===== src/rtl/inst_fetch.sv =====
// Instruction fetch stage: owns the PC, drives the ROM, and registers the fetched word into IF/ID.
// Optional misaligned-fetch flagging is enabled by defining IF_ADDR_ERR_EN.
module inst_fetch #(
  parameter int                ADDR_W   = 32,
  parameter int                INST_W   = 32,
  parameter logic [ADDR_W-1:0] RESET_PC = '0
) (
  input  logic              clk,
  input  logic              rst,
  input  logic              stall,
  input  logic              flush,
  input  logic [ADDR_W-1:0] new_pc,
  input  logic              branch_flag_i,
  input  logic [ADDR_W-1:0] branch_target_i,
  output logic              rom_ce,
  output logic [ADDR_W-1:0] rom_addr,
  input  logic [INST_W-1:0] rom_inst,
  output logic [ADDR_W-1:0] if_pc,
  output logic [INST_W-1:0] if_inst,
  output logic              if_valid,
  output logic              if_addr_err
);

  typedef enum logic [1:0] {IDLE, RUN, STALL} state_t;

  state_t            state_q;
  logic [ADDR_W-1:0] pc_q;
  logic [ADDR_W-1:0] pc_d;
  logic              pend_vld_q;
  logic [ADDR_W-1:0] pend_pc_q;
  logic              rom_ce_q;
  logic [ADDR_W-1:0] if_pc_q;
  logic [INST_W-1:0] if_inst_q;
  logic              if_valid_q;
  logic              if_err_q;
  logic              misaligned;

`ifdef IF_ADDR_ERR_EN
  assign misaligned = |pc_q[1:0];
`else
  assign misaligned = 1'b0;
`endif

  // Next fetch address when running: a fresh branch beats a pending one, which beats pc+4.
  always_comb begin
    pc_d = pc_q + ADDR_W'(4);
    if (branch_flag_i)   pc_d = branch_target_i;
    else if (pend_vld_q) pc_d = pend_pc_q;
  end

  always_ff @(posedge clk or negedge rst) begin
    if (!rst) begin
      state_q    <= IDLE;
      pc_q       <= RESET_PC;
      pend_vld_q <= 1'b0;
      rom_ce_q   <= 1'b0;
      if_pc_q    <= '0;
      if_inst_q  <= '0;
      if_valid_q <= 1'b0;
      if_err_q   <= 1'b0;
    end else begin
      case (state_q)
        IDLE: begin
          state_q  <= RUN;
          rom_ce_q <= 1'b1;
        end
        default: begin
          if (flush) begin
            state_q    <= RUN;
            pc_q       <= new_pc;
            pend_vld_q <= 1'b0;
            if_pc_q    <= '0;
            if_inst_q  <= '0;
            if_valid_q <= 1'b0;
            if_err_q   <= 1'b0;
          end else if (stall) begin
            state_q <= STALL;
            if (branch_flag_i) pend_vld_q <= 1'b1;
          end else begin
            state_q    <= RUN;
            pc_q       <= pc_d;
            pend_vld_q <= 1'b0;
            if_pc_q    <= pc_q;
            if_inst_q  <= misaligned ? '0 : rom_inst;
            if_valid_q <= 1'b1;
            if_err_q   <= misaligned;
          end
        end
      endcase
    end
  end

  // Pending target is plain data; its validity lives in pend_vld_q.
  always_ff @(posedge clk) begin
    if (state_q != IDLE && !flush && stall && branch_flag_i)
      pend_pc_q <= branch_target_i;
  end

  assign rom_ce      = rom_ce_q;
  assign rom_addr    = pc_q;
  assign if_pc       = if_pc_q;
  assign if_inst     = if_inst_q;
  assign if_valid    = if_valid_q;
  assign if_addr_err = if_err_q;

endmodule


===== config.mk =====
export PLATFORM = sky130hd
export DESIGN_NAME = inst_fetch
export DESIGN_NICKNAME = d
export VERILOG_FILES = /design/src/rtl/inst_fetch.sv
export SDC_FILE = /design/constraint.sdc
export NUM_CORES = 1
export LEC_CHECK = 0
export ABC_AREA = 1
export CORE_ASPECT_RATIO = 0.6
export CORE_MARGIN = 1
export CORE_UTILIZATION = 47
export CTS_CLUSTER_SIZE = 24
export DETAILED_ROUTE_END_ITERATION = 10
export PLACE_DENSITY = 0.81
export SLEW_MARGIN = 25
export SYNTH_ARGS = -nofsm -noshare
export SYNTH_HDL_FRONTEND = slang
export SYNTH_SLANG_ARGS = --single-unit

===== constraint.sdc =====
create_clock -name clk -period 2.94 [get_ports clk]
set_input_delay 0.588 -clock clk [delete_from_list [all_inputs] [get_ports clk]]
set_output_delay 0.588 -clock clk [all_outputs]
set_load 0.05 [all_outputs]

# ---- After elaboration in Yosys (flattened, before gate mapping)
# Cells that the tools add are included.
dict set report word_totals {
  output_inout_bits 99
  word_cells 39
  in_bits 101
  regBits 134
}
dict set report classes {
  eq_ne 2
  reduce_logical 8
  mux 18
  bitwise 1
  n_addsub 1
}
# cell n
set ops {}
lappend ops {{$mux W32} 8}
lappend ops {{$add A32 B3 Y32 const B} 1}
lappend ops {{$mux W1} 7}
lappend ops {{$mux W2} 3}
lappend ops {{$reduce_and A2 Y1} 2}
lappend ops {{$logic_and A1 B1 Y1} 3}
lappend ops {{$ne A3 B1 Y1 const B} 1}
lappend ops {{$logic_not A2 Y1} 1}
lappend ops {{$ne A2 B1 Y1 const B} 1}
lappend ops {{$reduce_bool A2 Y1} 1}
lappend ops {{$logic_not A1 Y1} 1}
lappend ops {{$not A1 Y1} 1}

# ---- Depth between registers and ports, before layout
# Gate-level depths: netlist of run 1.
dict set report depth {
  depth_word 5
  ltp_mapped 11
}

# ---- Worst setup path before layout of run 1
# Ideal clock, no wire load.
dict set report synth_path {
  kind {in2reg}
  startpoint {input port branch_flag_i}
  endpoint {register pend_pc_q[0] (enable)}
  arrival_time_ps 2460
  setup_slack_ps 59
  setup_time_ps 421
  path_buffers 2
  t_required_ps 2519
  cell_stages 4
  cell_sequence {buf_4 -> clkbuf_1 -> nand2_1 -> nor2_1}
}
dict set report synth_between {
  elab_chain_cells 1
}
# item line_no
set synth_lines {}
lappend synth_lines {{start: declaration} 13} ;# input logic branch_flag_i,
lappend synth_lines {{$logic_and A1 B1 Y1} 95} ;# if (state_q != IDLE && !flush && stall && branch_flag_i)
lappend synth_lines {{end signal: assignment} 96} ;# pend_pc_q <= branch_target_i;
lappend synth_lines {{end: declaration} 30} ;# logic [ADDR_W-1:0] pend_pc_q;
# Every way passes these cells.
# A chain may end at the register's enable or synchronous reset.

# ---- Worst setup path after layout of run 1
dict set report layout_path {
  startpoint {register pc_q[12] (netlist: rom_addr[12])}
  endpoint {output port rom_addr[12]}
}
# item line_no
set layout_lines {}
lappend layout_lines {{start: declaration} 27} ;# logic [ADDR_W-1:0] pc_q;
lappend layout_lines {{start signal: assignment} 70} ;# pc_q <= new_pc;
lappend layout_lines {{start signal: assignment} 81} ;# pc_q <= pc_d;
lappend layout_lines {{end: declaration} 16} ;# output logic [ADDR_W-1:0] rom_addr,
# No word-level cell between the ends.

==> impl_metrics.toml, run 1 <==
[status]
outcome = "finished, violations left"
violations = "DRC"

[routing]
drc = 22
routedWlPerCell_microns = 17.1
drtAntennaViolNets = 0
wl_mm = 18.8
drt_iter0_markers = 465
drt-vias-per-instance = 5.33
first_pass_iters = 9
via_count = 5836

[power]
p_leak_nw = 3.92
p_per_area_nw_per_um2 = 678
ir_drop_uv = 443

[clocking]
cts_root_buf = "clkbuf_16"
cts_tree = "done"
cts_resized = 0
cts_made_buffers = 17
h-tree-depth = 4
cts_setup_buffers = 0
cts_buffer_depth = 2
cts.clk_slew.worst_paths_ps = 60
clock_latency_ps = 410
numClockSinks = 133
ctsHoldBuffers = 0

[sta]
rsz0062_at_grt = "false"
finalMaxSlewViolations = 0
finalSetupViolCount = 0
timing.final.crit_share = 0.804
finalCriticalPeriod_ps = 2360
setup_ws_ps = 577
tns_ps = 0
hold_viol_final = 0
fin_skew_ps = 8.04
slew_headroom = 0.603
timing.fmax_mhz = 423
tightest_slew_ps = 596

[global_routing]
track_usage = 0.282
grt_pass1_wl_mm = 30.0
grt_max_degree = 97
antenna_found_initial = 0
overflow = 0
grt_pass1_vias = 5524

[cells_and_area]
finish.utilization = 0.696
final_common_cell = "nand2_1"
fillCellCount = 1023
design_area_sq_um = 9050
final_cell_mix = "214 x nand2_1, 197 x clkdlybuf4s50_1, 101 x dfrtp_1, 79 x nor2_1, 43 x inv_1"
syn2layout_area_growth_pct = 42.5
antenna_cells = 0
drive_above_1_share = 0.0747
final_net_count = 1013

[logic_synthesis]
ys_seq_area_frac = 0.549
avgSynthCellArea_sq_um = 8.84
synth-xor-area-share = 0.00551
synth_cell_type_count = 34
synth_warnings = 0
synthAdderAreaFrac = 0.00197
yosys-mux-area-fraction = 0
synth_top_family_by_area = "simple AND/OR/NAND/NOR gates"
synth_cells = 719
yosys.area_share.simple = 0.242
synth_area_sq_um = 6350
ys_ff_latch = 133
synth_compound_area_frac = 0.142
synth.net_count = 821

[worst_setup_path]
worstPathArrival_ps = 1780
crit_path_top_delay_cell = "clkdlybuf4s50_1"
cp-start-kind = "register"
critPathKind = "reg -> out"
path_delay_family = "buffers and inverters"
path_buf_inv = 1
crit_chain = "clkdlybuf4s50_1"
crit_path_end_kind = "output port"
crit_fanout = 6
cp.required_ps = 2350
slowest_delay_ps = 870

[die]
die_y_microns = 92.1
design.core.area_sq_um = 13000
die_width_microns = 152
start_util = 0.488
num_rows = 32
die-area_sq_um = 14000
io_pins = 200

[worst_hold_path]
hp-class = "in -> async"

[place]
place_hpwl_mm = 13.5
place_congestion = 0.882
placed_area_sq_um = 8460
dpl_worst_slack_ps = 317
portBuffers = 198

[job]
maxCapViolations = 0
## sequential cells by signal, indices dropped and copies added, names as in the netlist
register and count:
if_pc 32, if_valid 1, rom_ce 1, pend_vld_q 1, if_inst 32, rom_addr 32, pend_pc_q 32, state_q 2
## cells by family after synthesis
kind of cell | Yosys count
and+or+nand+nor | 358
AOI/OAI and AO/OA | 139
other | 1
xor gates and xnor gates | 4
DFF | 133
buffers and inverters | 83
adders and majority gates | 1
## synth_stat cells
cell type / instances / area, sq um
clkbuf_1: 4 / 15.0
nor2_4: 6 / 67.6
inv_1: 43 / 161
nand2_4: 4 / 45.0
a311oi_1: 1 / 8.76
nor3_1: 2 / 10.0
nand2_2: 5 / 31.3
dfrtp_1: 101 / 2530
xor2_1: 4 / 35.0
a21oi_2: 1 / 8.76
a221oi_1: 13 / 114
nand3_1: 36 / 180
a22oi_1: 1 / 7.51
o21ai_1: 31 / 155
conb_1: 1 / 3.75
a22o_1: 34 / 298
nor2_1: 80 / 300
nand3b_1: 1 / 7.51
inv_2: 4 / 15.0
nand2_1: 214 / 803
a21oi_1: 20 / 100
buf_2: 24 / 120
and2_1: 2 / 12.5
edfxtp_1: 32 / 961
nor2_2: 5 / 31.3
buf_1: 2 / 7.51
buf_6: 3 / 33.8
o211ai_1: 7 / 52.6
o22ai_1: 3 / 18.8
or2_2: 1 / 6.26
buf_4: 3 / 22.5
ha_1: 1 / 12.5
nor2_8: 2 / 40.0
o21ai_0: 28 / 140
## through the flow
step,total power (W),std cells,hold WS [ps]
2_1_floorplan,0.00333,719,292
3_3_place_gp,0.00402,1062,455
3_5_place_dp,0.00403,1062,458
4_1_cts,0.00615,1094,91.7
5_1_grt,0.00638,1094,108
6_report,0.00613,1094,87.2
## worst paths after layout
path | from | endpoint | slack (ps) | depth (start not counted)
min in group clk | if_valid$_DFFE_PN0P_ | if_valid$_DFFE_PN0P_ | 490 | 2
worst max register to register | state_q[1]$_DFF_PN0_ | if_pc[0]$_DFFE_PN0P_ | 1100 | 6
max in group asynchronous | rst | rom_addr[0]$_DFFE_PN0P_ | 2110 | 2
worst min-delay path | rst | if_pc[22]$_DFFE_PN0P_ | 90 | 1
worst min register to register | if_valid$_DFFE_PN0P_ | if_valid$_DFFE_PN0P_ | 490 | 2
worst max-delay path | rom_addr[12]$_DFFE_PN0P_ | rom_addr[12] | 580 | 1
## where the power goes
group          internal, W  switching (W)  leakage [nW]
Combinational     0.000598        0.00115          2.07
Sequential         0.00208       0.000190          1.56
Clock              0.00132       0.000795         0.284
Total              0.00400        0.00213          3.92
## routing by layer
layer  vias to the layer above  track usage  wire length [microns]
li1                       2776            -                      -
met1                      2760        0.402                   8700
met2                       283        0.417                   8000
met3                        17       0.0907                   1900
met4                         0       0.0629                    158
met5                         -            0                      0
## layout make-up
| class | instances | area (sq um) | area share |
|---|---|---|---|
| repair buffers | 209 | 2090 | 0.231 |
| inverters | 47 | 176 | 0.0195 |
| well taps | 170 | 213 | 0.0235 |
| flip-flops and latches | 133 | 3490 | 0.385 |
| clock buffers | 21 | 472 | 0.0521 |
| multi-input cells | 503 | 2490 | 0.275 |
| clock inverters | 11 | 123 | 0.0135 |
Note: power is estimated with default switching activity, not from simulation.
==> inputs of run 2 (changes only) <==
--- a/config.mk
+++ b/config.mk
@@ -8,10 +8,10 @@
 export ABC_AREA = 1
 export CORE_ASPECT_RATIO = 0.6
 export CORE_MARGIN = 1
-export CORE_UTILIZATION = 47
+export CORE_UTILIZATION = 42
 export CTS_CLUSTER_SIZE = 24
 export DETAILED_ROUTE_END_ITERATION = 10
-export PLACE_DENSITY = 0.81
+export PLACE_DENSITY = 0.76
 export SLEW_MARGIN = 25
 export SYNTH_ARGS = -nofsm -noshare
 export SYNTH_HDL_FRONTEND = slang
==> constraint.sdc (replaced) <==
create_clock -name clk -period 2.1 [get_ports clk]
set_input_delay 0.42 -clock clk [delete_from_list [all_inputs] [get_ports clk]]
set_output_delay 0.42 -clock clk [all_outputs]
set_load 0.05 [all_outputs]
==> run 2 against run 1 <==
Compared with the run above:
- the run now ends clean
- core utilization shrank 6.8 points
- register-to-register slack lost 730 ps
- final area grew 1.4%
- sequential share of layout area shrank 0.53 points
- sequential power grew 40%
- combinational power grew 41%
- die area grew 12%
==> impl_metrics.toml, run 2 (synthesized netlist as in run 1, its figures left out) <==
[sta]
finalCriticalPeriod_ps = 2060
timing.fmax_mhz = 486
rsz0062_at_grt = "false"
finalSetupViolCount = 0
hold_viol_final = 0
finalMaxSlewViolations = 0
tns_ps = 0
timing.final.crit_share = 0.979
slew_headroom = 0.636
fin_skew_ps = 7.60
tightest_slew_ps = 545

[power]
p_per_area_nw_per_um2 = 919
p_leak_nw = 4.07
ir_drop_uv = 450

[global_routing]
track_usage = 0.252
grt_pass1_wl_mm = 30.4
grt_max_degree = 50
overflow = 0
grt_pass1_vias = 5745
antenna_found_initial = 0

[die]
die-area_sq_um = 15600
die_width_microns = 161
num_rows = 34
design.core.area_sq_um = 14600
start_util = 0.434
die_y_microns = 97.3
io_pins = 200

[worst_setup_path]
path_buf_inv = 1
crit_path_end_kind = "output port"
critPathKind = "reg -> out"
crit_chain = "clkdlybuf4s50_1"
path_delay_family = "buffers and inverters"
slowest_delay_ps = 830
crit_fanout = 2
crit_path_top_delay_cell = "clkdlybuf4s50_1"
cp.required_ps = 1680
worstPathArrival_ps = 1640
cp-start-kind = "register"

[cells_and_area]
final_net_count = 1023
fin_cells = 1132
design_area_sq_um = 9180
drive_above_1_share = 0.0985
antenna_cells = 0
finish.utilization = 0.627
final_cell_mix = "214 x nand2_1, 168 x clkdlybuf4s50_1, 101 x dfrtp_1, 79 x nor2_1, 43 x inv_1"
syn2layout_area_growth_pct = 44.4
final_common_cell = "nand2_1"
fillCellCount = 1289

[routing]
first_pass_iters = 5
wl_mm = 19.1
drt_iter0_markers = 496
routedWlPerCell_microns = 16.9
drt-vias-per-instance = 5.18
drc = 0
via_count = 5861
drtAntennaViolNets = 0

[place]
place_hpwl_mm = 13.8
placed_area_sq_um = 8610
place_congestion = 0.897
numPlacedInstances = 1099
portBuffers = 198

[job]
maxCapViolations = 0

[clocking]
h-tree-depth = 4
cts_tree = "done"
numClockSinks = 133
cts_made_buffers = 17
cts_buffer_depth = 2
cts_root_buf = "clkbuf_16"
cts.clk_slew.worst_paths_ps = 60
clock_latency_ps = 410

[status]
outcome = "complete, no violations"

[worst_hold_path]
hp-class = "reg -> reg"
run 2: cell types whose count changed in the layout (fill, tap and decap cells not counted), sizes merged:
cell / change
buf: +20
dlymetal6s2s: +6
dlygate4sd2: +12
clkbuf: -3
clkdlybuf4s50: -29
inv: +3
dlygate4sd3: +1
bufinv: -1
clkinvlp: +1
run 2: final timing paths:
kind,slack [ps],endpoint,depth (start not counted),startpoint
worst max-delay path,40,rom_addr[20],1,rom_addr[20]$_DFFE_PN0P_
worst min-delay path,480,if_pc[28]$_DFFE_PN0P_,2,if_pc[28]$_DFFE_PN0P_
worst max register to register,370,rom_addr[26]$_DFFE_PN0P_,10,rom_addr[3]$_DFFE_PN0P_
worst min register to register,480,if_pc[28]$_DFFE_PN0P_,2,if_pc[28]$_DFFE_PN0P_
max in group asynchronous,1020,if_inst[29]$_DFFE_PN0P_,3,rst
min in group asynchronous,510,if_pc[13]$_DFFE_PN0P_,2,rst
run 2: routing by layer:
layer | GRT usage | vias to the layer above | wire length [microns]
met2 | 0.368 | 263 | 8130
met4 | 0.0668 | 0 | 242
met1 | 0.363 | 2772 | 8710
met3 | 0.0764 | 24 | 2000
li1 | - | 2802 | -
met5 | 0 | - | 0
run 2: layout make-up:
cell class	count	area [sq um]	area share
flip-flops and latches	133	3490	0.380
clock inverters	14	126	0.0138
clock buffers	18	429	0.0468
well taps	198	248	0.0270
inverters	47	176	0.0192
repair buffers	219	2210	0.241
multi-input cells	503	2500	0.272
run 2: report_power, final:
part | switching, W | internal, W
Sequential | 0.000261 | 0.00292
Clock | 0.00116 | 0.00164
Combinational | 0.00162 | 0.000834
run 2: worst min-delay path: cells and delay by family (launching register included):
kind | cells | cell delay (ps)
flip-flops | 1 | 340
AND/OR/NAND/NOR | 1 | 50
AO/OA/AOI/OAI | 1 | 60
run 2: metrics by stage:
step | worst slack [ps] | hold WS, ps | total power [W]
after floorplan | 233 | 124 | 0.00466
after global placement | -4.57 | 400 | 0.00566
after detailed placement | -42.9 | 401 | 0.00569
after CTS | 0.846 | 489 | 0.00847
after global routing | 1.36 | 511 | 0.00877
final | 43.5 | 485 | 0.00843
run 2: repair_timing:
item,CTS,global route
hold endpoints to repair,31,0
hold buffers,1,0
setup endpoints to repair,12,6
gates resized for setup,12,6
setup buffers,0,0
